<file path="config.mk">
export PLATFORM = sky130hd
export DESIGN_NAME = vend_pay_ctrl_flat
export DESIGN_NICKNAME = d
export VERILOG_FILES = /design/src/rtl/vend_pkg.sv /design/src/rtl/vend_pay_ctrl_if.sv /design/src/rtl/vend_pay_ctrl_btn_sync_edge.sv /design/src/rtl/vend_pay_ctrl.sv /design/src/flat_wrapper.sv
export SDC_FILE = /design/constraint.sdc
export NUM_CORES = 1
export LEC_CHECK = 0
export CAP_MARGIN = 20
export CORE_UTILIZATION = 55
export CTS_CLUSTER_DIAMETER = 200
export DETAILED_ROUTE_END_ITERATION = 7
export MAX_ROUTING_LAYER = met4
export PLACE_DENSITY = 0.77
export SLEW_MARGIN = 40
export SYNTH_ARGS = -nofsm -noshare
export SYNTH_HDL_FRONTEND = slang
export SYNTH_SLANG_ARGS = --single-unit
</file>
<file path="constraint.sdc">
create_clock -name clk -period 10.2 [get_ports clk]
set_input_delay 1.53 -clock clk [delete_from_list [all_inputs] [get_ports clk]]
set_output_delay 1.53 -clock clk [all_outputs]
set_load 0.01 [all_outputs]
</file>
<file path="src/rtl/vend_pkg.sv">
// Shared types and constants for the vending payment front-end.
package vend_pkg;

    typedef enum logic [2:0] {
        IDLE,
        COLLECT,
        CONFIRM,
        CANCEL,
        DONE
    } pay_state_t;

    localparam logic [2:0] COIN1_V = 3'd1;
    localparam logic [2:0] COIN2_V = 3'd2;
    localparam logic [2:0] COIN5_V = 3'd5;
    localparam logic [6:0] PAY_MAX = 7'd99;

    // Running total plus one coin, clamped to the two-digit display range.
    function automatic logic [6:0] sat_add(input logic [6:0] total, input logic [2:0] coin);
        logic [7:0] sum;
        sum = {1'b0, total} + {5'd0, coin};
        return (sum > {1'b0, PAY_MAX}) ? PAY_MAX : sum[6:0];
    endfunction

endpackage

</file>
<file path="src/rtl/vend_pay_ctrl_if.sv">
// Processor-facing order/strobe/display bundle of the payment front-end.
interface vend_pay_ctrl_if;

    logic       start;
    logic [6:0] due;
    logic [2:0] money;
    logic       enc;
    logic       cancel;
    logic [6:0] paid;
    logic       busy;
    logic [3:0] sec10;
    logic [3:0] sec1;

    // master: the payment controller, which issues the strobes
    modport master (
        input  start, due,
        output money, enc, cancel, paid, busy, sec10, sec1
    );

    // slave: the vending processor consuming the strobes
    modport slave (
        output start, due,
        input  money, enc, cancel, paid, busy, sec10, sec1
    );

endinterface

</file>
<file path="src/rtl/vend_pay_ctrl_btn_sync_edge.sv">
// Raw button to one-cycle rising-edge pulse: 2-flop synchronizer, optional
// stability filter when VEND_COIN_DEBOUNCE_EN is defined, then edge detect.
module btn_sync_edge #(
    parameter int DEBOUNCE_CYCLES = 1_000_000
) (
    input  logic clk,
    input  logic reset,
    input  logic btn,
    output logic rise
);

    logic sync0_reg;
    logic sync1_reg;
    logic level;
    logic prev_reg;

    always_ff @(posedge clk or posedge reset) begin
        if (reset) begin
            sync0_reg <= 1'b0;
            sync1_reg <= 1'b0;
        end else begin
            sync0_reg <= btn;
            sync1_reg <= sync0_reg;
        end
    end

`ifdef VEND_COIN_DEBOUNCE_EN
    localparam int CNT_W = $clog2(DEBOUNCE_CYCLES + 1);
    localparam logic [CNT_W-1:0] CNT_LAST = CNT_W'(DEBOUNCE_CYCLES - 1);

    logic [CNT_W-1:0] stable_cnt_reg;
    logic             level_reg;

    // The accepted level only follows the input after an unbroken run of
    // differing samples; any return to the old level restarts the run.
    always_ff @(posedge clk or posedge reset) begin
        if (reset) begin
            stable_cnt_reg <= '0;
            level_reg      <= 1'b0;
        end else if (sync1_reg == level_reg) begin
            stable_cnt_reg <= '0;
        end else if (stable_cnt_reg == CNT_LAST) begin
            stable_cnt_reg <= '0;
            level_reg      <= sync1_reg;
        end else begin
            stable_cnt_reg <= stable_cnt_reg + 1'b1;
        end
    end

    assign level = level_reg;
`else
    assign level = sync1_reg;
`endif

    always_ff @(posedge clk or posedge reset) begin
        if (reset) begin
            prev_reg <= 1'b0;
        end else begin
            prev_reg <= level;
        end
    end

    // Combinational so the consumer's registered output lands 3 cycles after the raw edge.
    assign rise = level & ~prev_reg;

endmodule

</file>
<file path="src/rtl/vend_pay_ctrl.sv">
// Payment front-end: collects coins against the order total inside a timed
// window and issues money/enc/cancel strobes. Debounce via VEND_COIN_DEBOUNCE_EN.
module vend_pay_ctrl
    import vend_pkg::*;
#(
    parameter int TICKS_PER_SEC   = 100_000_000,
    parameter int TIMEOUT_S       = 30,
    parameter int DEBOUNCE_CYCLES = 1_000_000
) (
    input  logic            clk,
    input  logic            reset,
    input  logic            coin1,
    input  logic            coin2,
    input  logic            coin5,
    input  logic            abort,
    vend_pay_ctrl_if.master pif
);

    localparam int TICK_W = (TICKS_PER_SEC > 1) ? $clog2(TICKS_PER_SEC) : 1;
    localparam logic [TICK_W-1:0] TICK_LAST = TICK_W'(TICKS_PER_SEC - 1);
    localparam logic [3:0] SEC10_INIT = 4'(TIMEOUT_S / 10);
    localparam logic [3:0] SEC1_INIT  = 4'(TIMEOUT_S % 10);

    // Button index order: 0 coin1, 1 coin2, 2 coin5, 3 abort.
    logic [3:0] btn_raw;
    logic [3:0] btn_rise;

    assign btn_raw = {abort, coin5, coin2, coin1};

    genvar gi;
    generate
        for (gi = 0; gi < 4; gi++) begin : g_btn
            btn_sync_edge #(
                .DEBOUNCE_CYCLES(DEBOUNCE_CYCLES)
            ) u_btn (
                .clk  (clk),
                .reset(reset),
                .btn  (btn_raw[gi]),
                .rise (btn_rise[gi])
            );
        end
    endgenerate

    pay_state_t        state_reg, state_next;
    logic [6:0]        due_reg, due_next;
    logic [6:0]        paid_reg, paid_next;
    logic [TICK_W-1:0] tick_reg, tick_next;
    logic [3:0]        sec10_reg, sec10_next;
    logic [3:0]        sec1_reg, sec1_next;
    logic [2:0]        money_reg, money_next;
    logic              enc_reg, enc_next;
    logic              cancel_reg, cancel_next;
    logic              busy_reg, busy_next;
    logic              start_prev_reg;

    logic              start_rise;
    logic [2:0]        coin_v;
    logic [6:0]        paid_sum;
    logic              tick_wrap;
    logic              expire;

    assign start_rise = pif.start & ~start_prev_reg;
    assign paid_sum   = sat_add(paid_reg, coin_v);
    assign tick_wrap  = (tick_reg == TICK_LAST);
    assign expire     = tick_wrap && (sec10_reg == 4'd0) && (sec1_reg == 4'd1);

    always_comb begin
        coin_v = '0;
        if (btn_rise[2]) begin
            coin_v = COIN5_V;
        end else if (btn_rise[1]) begin
            coin_v = COIN2_V;
        end else if (btn_rise[0]) begin
            coin_v = COIN1_V;
        end
    end

    always_ff @(posedge clk or posedge reset) begin
        if (reset) begin
            state_reg      <= IDLE;
            due_reg        <= '0;
            paid_reg       <= '0;
            tick_reg       <= '0;
            sec10_reg      <= '0;
            sec1_reg       <= '0;
            money_reg      <= '0;
            enc_reg        <= 1'b0;
            cancel_reg     <= 1'b0;
            busy_reg       <= 1'b0;
            start_prev_reg <= 1'b0;
        end else begin
            state_reg      <= state_next;
            due_reg        <= due_next;
            paid_reg       <= paid_next;
            tick_reg       <= tick_next;
            sec10_reg      <= sec10_next;
            sec1_reg       <= sec1_next;
            money_reg      <= money_next;
            enc_reg        <= enc_next;
            cancel_reg     <= cancel_next;
            busy_reg       <= busy_next;
            start_prev_reg <= pif.start;
        end
    end

    always_comb begin
        state_next  = state_reg;
        due_next    = due_reg;
        paid_next   = paid_reg;
        tick_next   = tick_reg;
        sec10_next  = sec10_reg;
        sec1_next   = sec1_reg;
        money_next  = '0;
        enc_next    = 1'b0;
        cancel_next = 1'b0;

        case (state_reg)
            IDLE: begin
                paid_next  = '0;
                sec10_next = '0;
                sec1_next  = '0;
                if (start_rise) begin
                    due_next   = pif.due;
                    sec10_next = SEC10_INIT;
                    sec1_next  = SEC1_INIT;
                    tick_next  = '0;
                    state_next = (pif.due == 7'd0) ? CONFIRM : COLLECT;
                end
            end

            COLLECT: begin
                if (tick_wrap) begin
                    tick_next = '0;
                    if (sec1_reg == 4'd0) begin
                        sec1_next  = 4'd9;
                        sec10_next = sec10_reg - 4'd1;
                    end else begin
                        sec1_next = sec1_reg - 4'd1;
                    end
                end else begin
                    tick_next = tick_reg + 1'b1;
                end

                // abort wins over any coin; a completing coin wins over expiry
                if (btn_rise[3]) begin
                    state_next = CANCEL;
                end else begin
                    if (coin_v != 3'd0) begin
                        money_next = coin_v;
                        paid_next  = paid_sum;
                    end
                    if ((coin_v != 3'd0) && (paid_sum >= due_reg)) begin
                        state_next = CONFIRM;
                    end else if (expire) begin
                        state_next = CANCEL;
                    end
                end
            end

            CONFIRM: begin
                enc_next   = 1'b1;
                state_next = DONE;
            end

            CANCEL: begin
                cancel_next = 1'b1;
                state_next  = DONE;
            end

            DONE: begin
                if (!pif.start) begin
                    state_next = IDLE;
                    paid_next  = '0;
                    sec10_next = '0;
                    sec1_next  = '0;
                end
            end

            default: begin
                state_next = IDLE;
            end
        endcase
    end

    assign busy_next = (state_next == COLLECT) || (state_next == DONE);

    assign pif.money  = money_reg;
    assign pif.enc    = enc_reg;
    assign pif.cancel = cancel_reg;
    assign pif.paid   = paid_reg;
    assign pif.busy   = busy_reg;
    assign pif.sec10  = sec10_reg;
    assign pif.sec1   = sec1_reg;

endmodule

</file>
<file path="src/flat_wrapper.sv">
// flat-port wrapper written by rule: the top's interface ports become plain ports
module vend_pay_ctrl_flat import vend_pkg::*;
#(
    parameter int TICKS_PER_SEC   = 100_000_000,
    parameter int TIMEOUT_S       = 30,
    parameter int DEBOUNCE_CYCLES = 1_000_000
)
  (clk, reset, coin1, coin2, coin5, abort, pif_start, pif_due, pif_money, pif_enc, pif_cancel, pif_paid, pif_busy, pif_sec10, pif_sec1);
  vend_pay_ctrl_if pif_i ();
  input  logic clk;
  input  logic reset;
  input  logic coin1;
  input  logic coin2;
  input  logic coin5;
  input  logic abort;
  input wire logic [$bits(pif_i.start)-1:0] pif_start;
  input wire logic [$bits(pif_i.due)-1:0] pif_due;
  output wire logic [$bits(pif_i.money)-1:0] pif_money;
  output wire logic [$bits(pif_i.enc)-1:0] pif_enc;
  output wire logic [$bits(pif_i.cancel)-1:0] pif_cancel;
  output wire logic [$bits(pif_i.paid)-1:0] pif_paid;
  output wire logic [$bits(pif_i.busy)-1:0] pif_busy;
  output wire logic [$bits(pif_i.sec10)-1:0] pif_sec10;
  output wire logic [$bits(pif_i.sec1)-1:0] pif_sec1;
  assign pif_i.start = pif_start;
  assign pif_i.due = pif_due;
  assign pif_money = pif_i.money;
  assign pif_enc = pif_i.enc;
  assign pif_cancel = pif_i.cancel;
  assign pif_paid = pif_i.paid;
  assign pif_busy = pif_i.busy;
  assign pif_sec10 = pif_i.sec10;
  assign pif_sec1 = pif_i.sec1;
  vend_pay_ctrl #(.TICKS_PER_SEC(TICKS_PER_SEC), .TIMEOUT_S(TIMEOUT_S), .DEBOUNCE_CYCLES(DEBOUNCE_CYCLES)) u_core (.clk(clk), .reset(reset), .coin1(coin1), .coin2(coin2), .coin5(coin5), .abort(abort), .pif(pif_i));
endmodule
</file>
==> flow_metrics.env, run 1 <==
export IMPL_path_buf_inv=0
export IMPL_track_usage_pct=26.5
export IMPL_cts_resized=0
export IMPL_tns_ps=0
export IMPL_synth_edf_count=0
export IMPL_relSlewSlack_pct=49.5
export IMPL_antenna_cells=0
export IMPL_synth_seq_area_share_pct=46.7
export IMPL_grt_max_degree=72
export IMPL_fin_crit_sh_pct=40.4
export IMPL_worst_hold_slack_ps=356
export IMPL_dr_pass1_iters=5
export IMPL_via_per_inst=6.27
export IMPL_path_max_fanout=6
export IMPL_cts_inserted_buffers=9
export IMPL_grt_overflow_total=0
export IMPL_cpMaxStageDelayCell="o21ai_0"
export IMPL_rows=29
export IMPL_startpoint_type="flip-flop"
export IMPL_required_ps=10440
export IMPL_p_sw_share_pct=38.8
export IMPL_detail_route_wl_per_cell_um=16.7
export IMPL_synth_net_count=436
export IMPL_gp_congestion=0.884
export IMPL_ys_warn_count=0
export IMPL_slew_violations=0
export IMPL_crit_chain="nor2b_1, a21o_1, ha_1, fa_1, and2_1, o21bai_1, a21oi_1, o21ai_0, a21oi_1, ha_1, nand2b_1, a21o_1, a21oi_1, o21a_1, o41a_1, o21a_1"
export IMPL_hpwl_um=6060
export IMPL_power_density_mw_per_mm2=218
export IMPL_intPower_uw=589
export IMPL_antenna_left=0
export IMPL_end_kind="flip-flop"
export IMPL_dieArea_sq_mm=0.00726
export IMPL_grt_pass1_wl_um=14600
export IMPL_max_clock_path_buffers=2
export IMPL_power_switching_uw=374
export IMPL_clkPwrFrac_pct=23.5
export IMPL_syn_area_sq_mm=0.00381
export IMPL_drc=0
export IMPL_syn_instance_count=408
export IMPL_cpPeakStageDelay_ps=530
export IMPL_synth_ff_type="dfrtp_1"
export IMPL_syn_to_final_growth_pct=16.2
export IMPL_clkSinkCount=71
export IMPL_setup_viol=0
export IMPL_fin_crit_ps=4120
export IMPL_cts_tree="built"
export IMPL_pwr_share_comb_pct=35.1
export IMPL_status="completed"
export IMPL_io_buffers=34
export IMPL_ys_seq_elements=71
export IMPL_die_w_um=85.2
export IMPL_drive_gt1_share_pct=9.19
export IMPL_clk_latency_ps=340
export IMPL_ys_async_sr_fraction_pct=100
export IMPL_worstMarginPinSlew_ps=752
export IMPL_fmaxAchievable_ghz=0.242
export IMPL_yosys_cell_types_count=55
export IMPL_antenna_found_initial=0
export IMPL_max_cap_violations=0
export IMPL_power_leakage_nw=1.88
export IMPL_power_total_uw=964
export IMPL_first_iter_violations=227
export IMPL_crit_path_frequent_cell="a21oi_1"
export IMPL_ctsHoldBuffers=0
export IMPL_fin_nets=469
export IMPL_postCtsSetupRepairBufs=0
export IMPL_worst_setup_path_type="reg -> reg"
export IMPL_grt_pass1_vias=3056
export IMPL_crit_family="compound AO/OA/AOI/OAI gates"
export IMPL_grt_setup_unrepaired="no"
export IMPL_fp_dieH_um=85.2
export IMPL_placed_area_sq_mm=0.00422
export IMPL_hold_violations=0
export IMPL_start_util_pct=58.3
export IMPL_drt_total_wl_um=8740
export IMPL_fin_skew_ps=8.83
export IMPL_ioPinCount=35
export IMPL_max_vdd_ir_drop_mv=0.160
export IMPL_h_tree_depth=3
export IMPL_avgSynthCellArea_sq_um=9.33
export IMPL_core_area_sq_mm=0.00653
export IMPL_seqPwrFrac_pct=41.4
export IMPL_clk_pin_slew_ps=80
export IMPL_stdcell_area_sq_mm=0.00442
export IMPL_via_count=3280
export IMPL_crit_arrival_ps=4360
export IMPL_hold_path_class="reg -> reg"
export IMPL_root_buffer="clkbuf_8"
export IMPL_largest_reg_flops=27
[per-stage QoR]
stage / std cells / setup slack, ps / util (%)
floorplan: 408 / 6550 / -
global placement: 507 / 6280 / 64.5
detailed placement: 507 / 6160 / 64.6
CTS: 523 / 6100 / 67.6
global route: 523 / 5770 / 67.7
finish: 523 / 6080 / 67.7
[power groups by stage]
stage | clock network [mW] | logic (mW) | registers, mW
5_1_grt | 0.237 | 0.376 | 0.407
6_report | 0.227 | 0.338 | 0.399
4_1_cts | 0.228 | 0.337 | 0.398
3_5_place_dp | 0 | 0.333 | 0.403
2_1_floorplan | 0 | 0.240 | 0.386
3_3_place_gp | 0 | 0.321 | 0.400
[cell families (layout without fill, tap and decap cells)]
family                   count (synthesis)  in the layout  share of synthesized area [%]
AO/OA/AOI/OAI                          122            122                           20.4
buffers and inverters                   34             72                           3.42
multiplexers                             9              9                           2.63
XOR/XNOR                                 3              3                          0.690
AND/OR/NAND/NOR                        155            155                           21.4
adder cells (fa/ha/maj)                 14             14                           4.80
flip-flops                              71             71                           46.7
[path summary, 6_finish.rpt]
path	start	to	slack [ps]	depth (start not counted)
worst max-delay path	u_core.g_btn[2].u_btn.level	u_core.pif.busy	6080	16
worst min-delay path	u_core.g_btn[3].u_btn.sync0_reg	u_core.g_btn[3].u_btn.level	360	0
worst max register to register	u_core.g_btn[2].u_btn.level	u_core.pif.busy	6080	16
worst min register to register	u_core.g_btn[3].u_btn.sync0_reg	u_core.g_btn[3].u_btn.level	360	0
max in group asynchronous	reset	u_core.tick_reg[0]	8090	3
min in group asynchronous	reset	u_core.tick_reg[23]	1660	3
[worst reg2reg max path, stage by stage (launching register included)]
cell and delay [ps]:
dfrtp_1 380, nor2b_1 190, a21o_1 180, ha_1 220, fa_1 480, and2_1 210
o21bai_1 190, a21oi_1 110, o21ai_0 530, a21oi_1 210, ha_1 310, nand2b_1 100
a21o_1 110, a21oi_1 60, o21a_1 210, o41a_1 340, o21a_1 200
[cells in the mapped netlist, types with 3 or more instances]
cell      count  area, sq um
a31oi_1      14         87.6
and2_1        3         18.8
o21ai_0      35          175
ha_1         13          163
nor3b_1       4         30.0
nand2_1      36          135
o21a_1        4         30.0
o211ai_1      4         30.0
a221oi_1      4         35.0
nor3_1       14         70.1
nor4_1        6         37.5
nand3_1      18         90.1
nand4_1       8         50.1
clkbuf_1     14         52.6
nor2_1       29          109
a21oi_1      29          145
dfrtp_1      71         1780
a22o_1        6         52.6
mux2_2        8         90.1
inv_1        18         67.6
and3_1        6         37.5
a21o_1        8         60.1
nand2b_1      8         50.1
nor2b_1       5         31.3
or3_1         6         37.5
[layout make-up]
class | count | area [sq um]
clock buffers | 9 | 124
clock inverters | 7 | 73.8
fillers | 516 | 2110
inverters | 18 | 67.6
multi-input cells | 303 | 1910
flip-flops and latches | 71 | 1780
well taps | 77 | 96.3
repair buffers | 38 | 374
[cells in the final DEF, fill, tap and decap left out, types with 4 or more instances in the layout]
| cell | synthesis | final |
|---|---|---|
| inv_1 | 18 | 17 |
| clkdlybuf4s50_1 | 0 | 34 |
| mux2_2 | 8 | 8 |
| and3_1 | 6 | 6 |
| nor3_1 | 14 | 14 |
| nand3_1 | 18 | 18 |
| nand4_1 | 8 | 8 |
| a221oi_1 | 4 | 4 |
| o211ai_1 | 4 | 4 |
| o21ai_0 | 35 | 34 |
| nor4_1 | 6 | 5 |
| nor3b_1 | 4 | 4 |
| dfrtp_1 | 71 | 71 |
| nand2_1 | 36 | 36 |
| nor2_1 | 29 | 29 |
| o21a_1 | 4 | 4 |
| clkbuf_8 | 0 | 9 |
| ha_1 | 13 | 13 |
| nor2b_1 | 5 | 5 |
| a21o_1 | 8 | 8 |
| nand2b_1 | 8 | 8 |
| a22o_1 | 6 | 6 |
| a31oi_1 | 14 | 14 |
| or3_1 | 6 | 6 |
| a21oi_1 | 29 | 29 |
[metal layers]
| layer | wire, um | track usage, % | share of wire [%] | vias up |
|---|---|---|---|---|
| met3 | 470 | 3.99 | 5.4 | 15 |
| met4 | 154 | 9.86 | 1.8 | 0 |
| met1 | 4270 | 38.3 | 49 | 1580 |
| met5 | 0 | - | 0 | - |
| li1 | - | - | - | 1576 |
| met2 | 3840 | 37.8 | 44 | 109 |
Power figures use the tool's default switching activity.
==> run 2, diff against run 1 <==
--- a/config.mk
+++ b/config.mk
@@ -6,11 +6,11 @@
 export NUM_CORES = 1
 export LEC_CHECK = 0
 export CAP_MARGIN = 20
-export CORE_UTILIZATION = 55
+export CORE_UTILIZATION = 52
 export CTS_CLUSTER_DIAMETER = 200
 export DETAILED_ROUTE_END_ITERATION = 7
 export MAX_ROUTING_LAYER = met4
-export PLACE_DENSITY = 0.77
+export PLACE_DENSITY = 0.76
 export SLEW_MARGIN = 40
 export SYNTH_ARGS = -nofsm -noshare
 export SYNTH_HDL_FRONTEND = slang
==> constraint.sdc (replaced) <==
create_clock -name clk -period 3.4 [get_ports clk]
set_input_delay 0.51 -clock clk [delete_from_list [all_inputs] [get_ports clk]]
set_output_delay 0.51 -clock clk [all_outputs]
set_load 0.01 [all_outputs]
==> run 2 against run 1 <==
Net effect:
- the run now ends with negative setup slack left
- fmax up 17%
- cell area is 8.1% higher
- wire length grew 5.7%
- die area grew 5.6%
- non-clock buffer count increased by 20
- critical path depth unchanged
- first-iteration DRC count up 6.6%
- worst setup slack got worse by 6200 ps
- largest cell class unchanged
- utilization is 1.1 points higher
- combinational power grew to 3.3 times the previous value
- critical path type unchanged
- global-route usage rose by 0.25 points
==> flow_metrics.env, run 2 (synthesized netlist as in run 1, its figures left out) <==
export IMPL_status="finished, violations left"
export IMPL_violations="negative setup slack"
export IMPL_cts_inserted_buffers=9
export IMPL_cpMaxStageDelayCell="fa_2"
export IMPL_antenna_left=0
export IMPL_r2r_slack_ps=-120
export IMPL_io_buffers=34
export IMPL_power_leakage_nw=2.03
export IMPL_pwr_share_comb_pct=35.0
export IMPL_crit_arrival_ps=3750
export IMPL_path_buf_inv=0
export IMPL_clkPwrFrac_pct=27.6
export IMPL_hpwl_um=6070
export IMPL_placed_area_sq_mm=0.00436
export IMPL_clk_latency_ps=340
export IMPL_final_common_cell="dfrtp_1"
export IMPL_grt_overflow_total=0
export IMPL_p_sw_share_pct=35.6
export IMPL_hold_depth=0
export IMPL_rr_worst_depth=16
export IMPL_drive_gt1_share_pct=18.0
export IMPL_path_max_fanout=5
export IMPL_hold_path_startpoint="u_core.g_btn[0].u_btn.sync0_reg"
export IMPL_grt_pass1_wl_um=15400
export IMPL_drc=0
export IMPL_seqPwrFrac_pct=37.4
export IMPL_fin_nets=489
export IMPL_stdcell_area_sq_mm=0.00478
export IMPL_tns_ps=-118
export IMPL_hold_path_class="reg -> reg"
export IMPL_worstReg2RegEnd="u_core.pif.busy"
export IMPL_hold_path_end="u_core.g_btn[0].u_btn.level"
export IMPL_startpoint_type="flip-flop"
export IMPL_setup_viol=2
export IMPL_grt_setup_unrepaired="yes"
export IMPL_grt_max_degree=72
export IMPL_end_kind="flip-flop"
export IMPL_crit_chain="nand2b_4, a21o_1, ha_2, fa_2, xnor2_2, a21oi_2, a21oi_2, o21ai_2, a21oi_2, ha_1, nand2b_1, a21o_1, a21oi_2, o21a_1, o41a_1, o21a_1"
export IMPL_largest_reg_flops=27
export IMPL_power_switching_mw=1.14
export IMPL_first_iter_violations=242
export IMPL_max_vdd_ir_drop_mv=0.420
export IMPL_clk_pin_slew_ps=80
export IMPL_dr_pass1_iters=5
export IMPL_crit_path_frequent_cell="a21oi_2"
export IMPL_gp_congestion=0.874
export IMPL_worst_setup_path_type="reg -> reg"
export IMPL_root_buffer="clkbuf_8"
export IMPL_required_ps=3640
export IMPL_rows=30
export IMPL_fin_crit_ps=3520
export IMPL_start_util_pct=54.8
export IMPL_ctsHoldBuffers=0
export IMPL_via_per_inst=6.12
export IMPL_ioPinCount=35
export IMPL_r2r_start="u_core.g_btn[1].u_btn.prev_reg"
export IMPL_die_w_um=87.6
export IMPL_antenna_found_initial=0
export IMPL_syn_to_final_growth_pct=25.5
export IMPL_power_density_mw_per_mm2=668
export IMPL_final_cell_mix="dfrtp_1, nand2_1, clkdlybuf4s50_1, o21ai_0, nor2_1"
export IMPL_cpPeakStageDelay_ps=440
export IMPL_core_area_sq_mm=0.00694
export IMPL_grt_pass1_vias=3167
export IMPL_worstMarginPinSlew_ps=714
export IMPL_slew_violations=0
export IMPL_dieArea_sq_mm=0.00767
export IMPL_fin_crit_sh_pct=103
export IMPL_max_cap_violations=0
export IMPL_detail_route_wl_per_cell_um=16.4
export IMPL_max_clock_path_buffers=2
export IMPL_drt_total_wl_um=9240
export IMPL_relSlewSlack_pct=52.2
export IMPL_power_total_mw=3.19
export IMPL_antenna_cells=0
export IMPL_cts_tree="built"
export IMPL_clkSinkCount=71
export IMPL_utilization_pct=68.8
export IMPL_fmaxAchievable_ghz=0.284
export IMPL_track_usage_pct=26.8
export IMPL_h_tree_depth=3
export IMPL_crit_family="compound AO/OA/AOI/OAI gates"
export IMPL_fp_dieH_um=87.6
export IMPL_via_count=3440
export IMPL_intPower_mw=2.06
export IMPL_hold_violations=0
export IMPL_setup_slack_ps=-115
export IMPL_fin_skew_ps=9.90
-- run 2: cell types whose count changed in the layout (fill, tap and decap cells not counted), sizes merged --
cell	change
buf	+20
clkinvlp	-1
clkinv	-2
bufinv	+3
-- run 2: power groups by stage --
stage / Clock, mW / Combinational [mW] / Sequential (mW)
after floorplan: 0 / 0.722 / 1.16
after global placement: 0 / 1.00 / 1.20
after detailed placement: 0 / 1.03 / 1.20
after CTS: 0.891 / 1.08 / 1.19
after global routing: 0.931 / 1.24 / 1.22
final: 0.880 / 1.12 / 1.19
-- run 2: metal layers --
metal  wire [um]  vias up  GRT usage, %
met5           0        -             -
met1        4260     1658          37.9
met4         160        0          8.94
met3         635       20          4.05
met2        4180      154          39.4
li1            -     1608             -
-- run 2: how the worst max path moves through the flow --
stage,from,end,slack [ps],cells after the start
final,u_core.g_btn[1].u_btn.prev_reg,u_core.pif.busy,-120,16
after global routing,u_core.g_btn[1].u_btn.prev_reg,u_core.pif.busy,-260,16
after CTS,u_core.g_btn[1].u_btn.prev_reg,u_core.pif.busy,-50,15
after detailed placement,u_core.g_btn[2].u_btn.level,u_core.pif.busy,-150,16
after global placement,u_core.g_btn[2].u_btn.level,u_core.pif.busy,2,16
after floorplan,u_core.g_btn[1].u_btn.prev_reg,u_core.pif.busy,70,16
-- run 2: area by class of cell --
cell class / instances / area [sq um]
Sequential cell: 71 / 1780
Inverter: 18 / 67.6
Clock buffer: 9 / 124
Fill cell: 519 / 2170
Multi-Input combinational cell: 303 / 2020
Clock inverter: 7 / 135
Timing Repair Buffer: 58 / 537
Tap cell: 96 / 120
-- run 2: what timing repair did --
| item | in CTS | in global routing |
|---|---|---|
| buffers inserted | 6 | 0 |
| resized for setup | 27 | 4 |
| pin swaps | 10 | 5 |
| endpoints found under the setup margin | 2 | 3 |
-- run 2: metrics by stage --
step / setup WS (ps) / instances / hold WS, ps
2_1_floorplan: 68.2 / 408 / 331
3_3_place_gp: 1.90 / 540 / 333
3_5_place_dp: -152 / 540 / 335
4_1_cts: -48.1 / 562 / 347
5_1_grt: -264 / 562 / 363
6_report: -115 / 562 / 347
==> run 3, diff against run 2 <==
--- a/config.mk
+++ b/config.mk
@@ -9,6 +9,7 @@
 export CORE_UTILIZATION = 52
 export CTS_CLUSTER_DIAMETER = 200
 export DETAILED_ROUTE_END_ITERATION = 7
+export GPL_TIMING_DRIVEN = 0
 export MAX_ROUTING_LAYER = met4
 export PLACE_DENSITY = 0.76
 export SLEW_MARGIN = 40
==> run 3 against run 2 <==
Net effect:
- the run still ends with negative setup slack left
- flip-flop and latch count unchanged
- die area unchanged
- sequential power about the same
- via count about the same
- cell count rose by 0.36%
- sequential share of layout area is 0.61 points higher
- global-route usage increased by 0.10 points
- fmax down 1.0%
- largest cell class unchanged
==> flow_metrics.env, run 3 (synthesized netlist as in run 1, its figures left out) <==
export IMPL_required_ps=3640
export IMPL_met3WireLength_um=537
export IMPL_worst_setup_path_type="reg -> reg"
export IMPL_hpwl_um=6200
export IMPL_fin_crit_ps=3550
export IMPL_path_max_fanout=6
export IMPL_die_w_um=87.6
export IMPL_largest_reg_flops=27
export IMPL_first_iter_violations=268
export IMPL_intPower_mw=1.82
export IMPL_antenna_found_initial=0
export IMPL_hold_path_class="reg -> reg"
export IMPL_met2_length_um=4300
export IMPL_setup_viol=3
export IMPL_hold_violations=0
export IMPL_gp_congestion=0.892
export IMPL_clk_pin_slew_ps=80
export IMPL_drive_gt1_share_pct=15.4
export IMPL_grt_setup_unrepaired="yes"
export IMPL_placed_area_sq_mm=0.00431
export IMPL_power_leakage_nw=1.95
export IMPL_max_vdd_ir_drop_mv=0.364
export IMPL_power_density_mw_per_mm2=638
export IMPL_io_buffers=34
export IMPL_fin_skew_ps=6.60
export IMPL_via_count=3439
export IMPL_syn_to_final_growth_pct=23.5
export IMPL_via_per_inst=6.10
export IMPL_antenna_left=0
export IMPL_fp_dieH_um=87.6
export IMPL_cts_inserted_buffers=9
export IMPL_ioPinCount=35
export IMPL_setup_slack_ps=-152
export IMPL_grt_max_degree=60
export IMPL_worstMarginPinSlew_ps=650
export IMPL_drt_total_wl_um=9390
export IMPL_drc=0
export IMPL_p_sw_share_pct=39.3
export IMPL_fmaxAchievable_ghz=0.282
export IMPL_place_ws_ps=-324
export IMPL_rows=30
export IMPL_core_area_sq_mm=0.00694
export IMPL_cp_startpoint="u_core.g_btn[1].u_btn.prev_reg"
export IMPL_stdcell_area_sq_mm=0.00470
export IMPL_grt_overflow_total=0
export IMPL_antenna_cells=0
export IMPL_hold_path_startpoint="u_core.g_btn[3].u_btn.sync0_reg"
export IMPL_dieArea_sq_mm=0.00767
export IMPL_max_cap_violations=0
export IMPL_end_kind="flip-flop"
export IMPL_crit_arrival_ps=3790
export IMPL_relSlewSlack_pct=56.2
export IMPL_grt_pass1_vias=3179
export IMPL_root_buffer="clkbuf_8"
export IMPL_max_clock_path_buffers=2
export IMPL_final_common_cell="dfrtp_1"
export IMPL_dr_pass1_iters=5
export IMPL_fin_nets=491
export IMPL_track_usage_pct=26.9
export IMPL_pwr_share_comb_pct=38.5
export IMPL_slew_violations=0
export IMPL_power_switching_mw=1.18
export IMPL_grt_pass1_wl_um=15100
export IMPL_h_tree_depth=3
export IMPL_routed_top_layer="met4"
export IMPL_clk_latency_ps=350
export IMPL_clkPwrFrac_pct=22.6
export IMPL_start_util_pct=54.8
export IMPL_cts_tree="built"
export IMPL_wl_met1_um=4360
export IMPL_startpoint_type="flip-flop"
export IMPL_detail_route_wl_per_cell_um=16.6
export IMPL_fin_crit_sh_pct=104
export IMPL_ctsHoldBuffers=0
export IMPL_r2r_start="u_core.g_btn[1].u_btn.prev_reg"
export IMPL_r2r_slack_ps=-150
export IMPL_clkSinkCount=71
export IMPL_seqPwrFrac_pct=38.9
export IMPL_violations="negative setup slack"
export IMPL_status="finished, violations left"
export IMPL_final_cell_mix="dfrtp_1, nand2_1, clkdlybuf4s50_1, o21ai_0, nor2_1"
==> run 3: cell types whose count changed in the layout (fill, tap and decap cells not counted), sizes merged <==
| cell | change |
|---|---|
| buf | -11 |
| clkbuf | +13 |
| inv | +1 |
| clkinvlp | +2 |
| bufinv | -3 |
==> run 3: area by class of cell <==
class / count / area (sq um)
fill: 517 / 2240
multi-input combinational: 303 / 2030
sequential: 71 / 1780
timing repair buffer: 45 / 447
clock buffer: 9 / 124
tap: 96 / 120
clock inverter: 7 / 72.6
inverter: 18 / 72.6
buffer: 15 / 58.8
==> run 3: what timing repair did <==
| action | 4_1_cts | 5_1_grt |
|---|---|---|
| setup buffers | 7 | 3 |
| endpoints found under the setup margin | 3 | 3 |
| pin swaps | 10 | 9 |
| gates resized for setup | 19 | 10 |
==> run 3: final timing paths <==
| kind | depth (start not counted) | to |
|---|---|---|
| min in group asynchronous | 2 | u_core.g_btn[2].u_btn.prev_reg |
| min | 0 | u_core.g_btn[3].u_btn.level |
| max reg2reg | 17 | u_core.pif.busy |
| max | 17 | u_core.pif.busy |
| max in group asynchronous | 3 | u_core.tick_reg[6] |
| min reg2reg | 0 | u_core.g_btn[3].u_btn.level |
==> run 3: worst max-delay path, cell delays in order, from the launching register on <==
cell	delay, ps
dfrtp_1	370
nand2b_4	150
a21o_1	210
ha_4	170
buf_4	120
buf_4	130
a21o_1	220
a21oi_2	270
nor2_1	90
a41o_2	340
nand2_1	100
nand2b_1	70
ha_1	290
a21o_1	110
a21oi_1	60
o21a_1	210
o41a_1	340
o21a_1	200
==> run 3: power groups by stage <==
stage	logic [mW]	registers (mW)	clock network, mW
after global routing	1.28	1.20	0.724
final	1.16	1.17	0.677
after CTS	1.11	1.16	0.685
after global placement	1.03	1.17	0
after detailed placement	1.06	1.18	0
after floorplan	0.722	1.16	0
==> run 3: stage by stage <==
step	std cells	hold WS, ps	utilization, %	power, mW	TNS [ps]
after floorplan	408	331	-	1.88	0
after global placement	538	333	61.5	2.20	-4980
after detailed placement	539	335	62.0	2.24	-788
after CTS	562	353	66.8	2.96	-284
after global routing	564	360	67.7	3.20	-732
final	564	351	67.7	3.00	-359
==> run 3: routing by layer <==
| metal | track usage, % | up-vias |
|---|---|---|
| li1 | - | 1617 |
| met2 | 39.1 | 122 |
| met1 | 36.6 | 1682 |
| met5 | - | - |
| met3 | 5.09 | 18 |
| met4 | 12.1 | 0 |
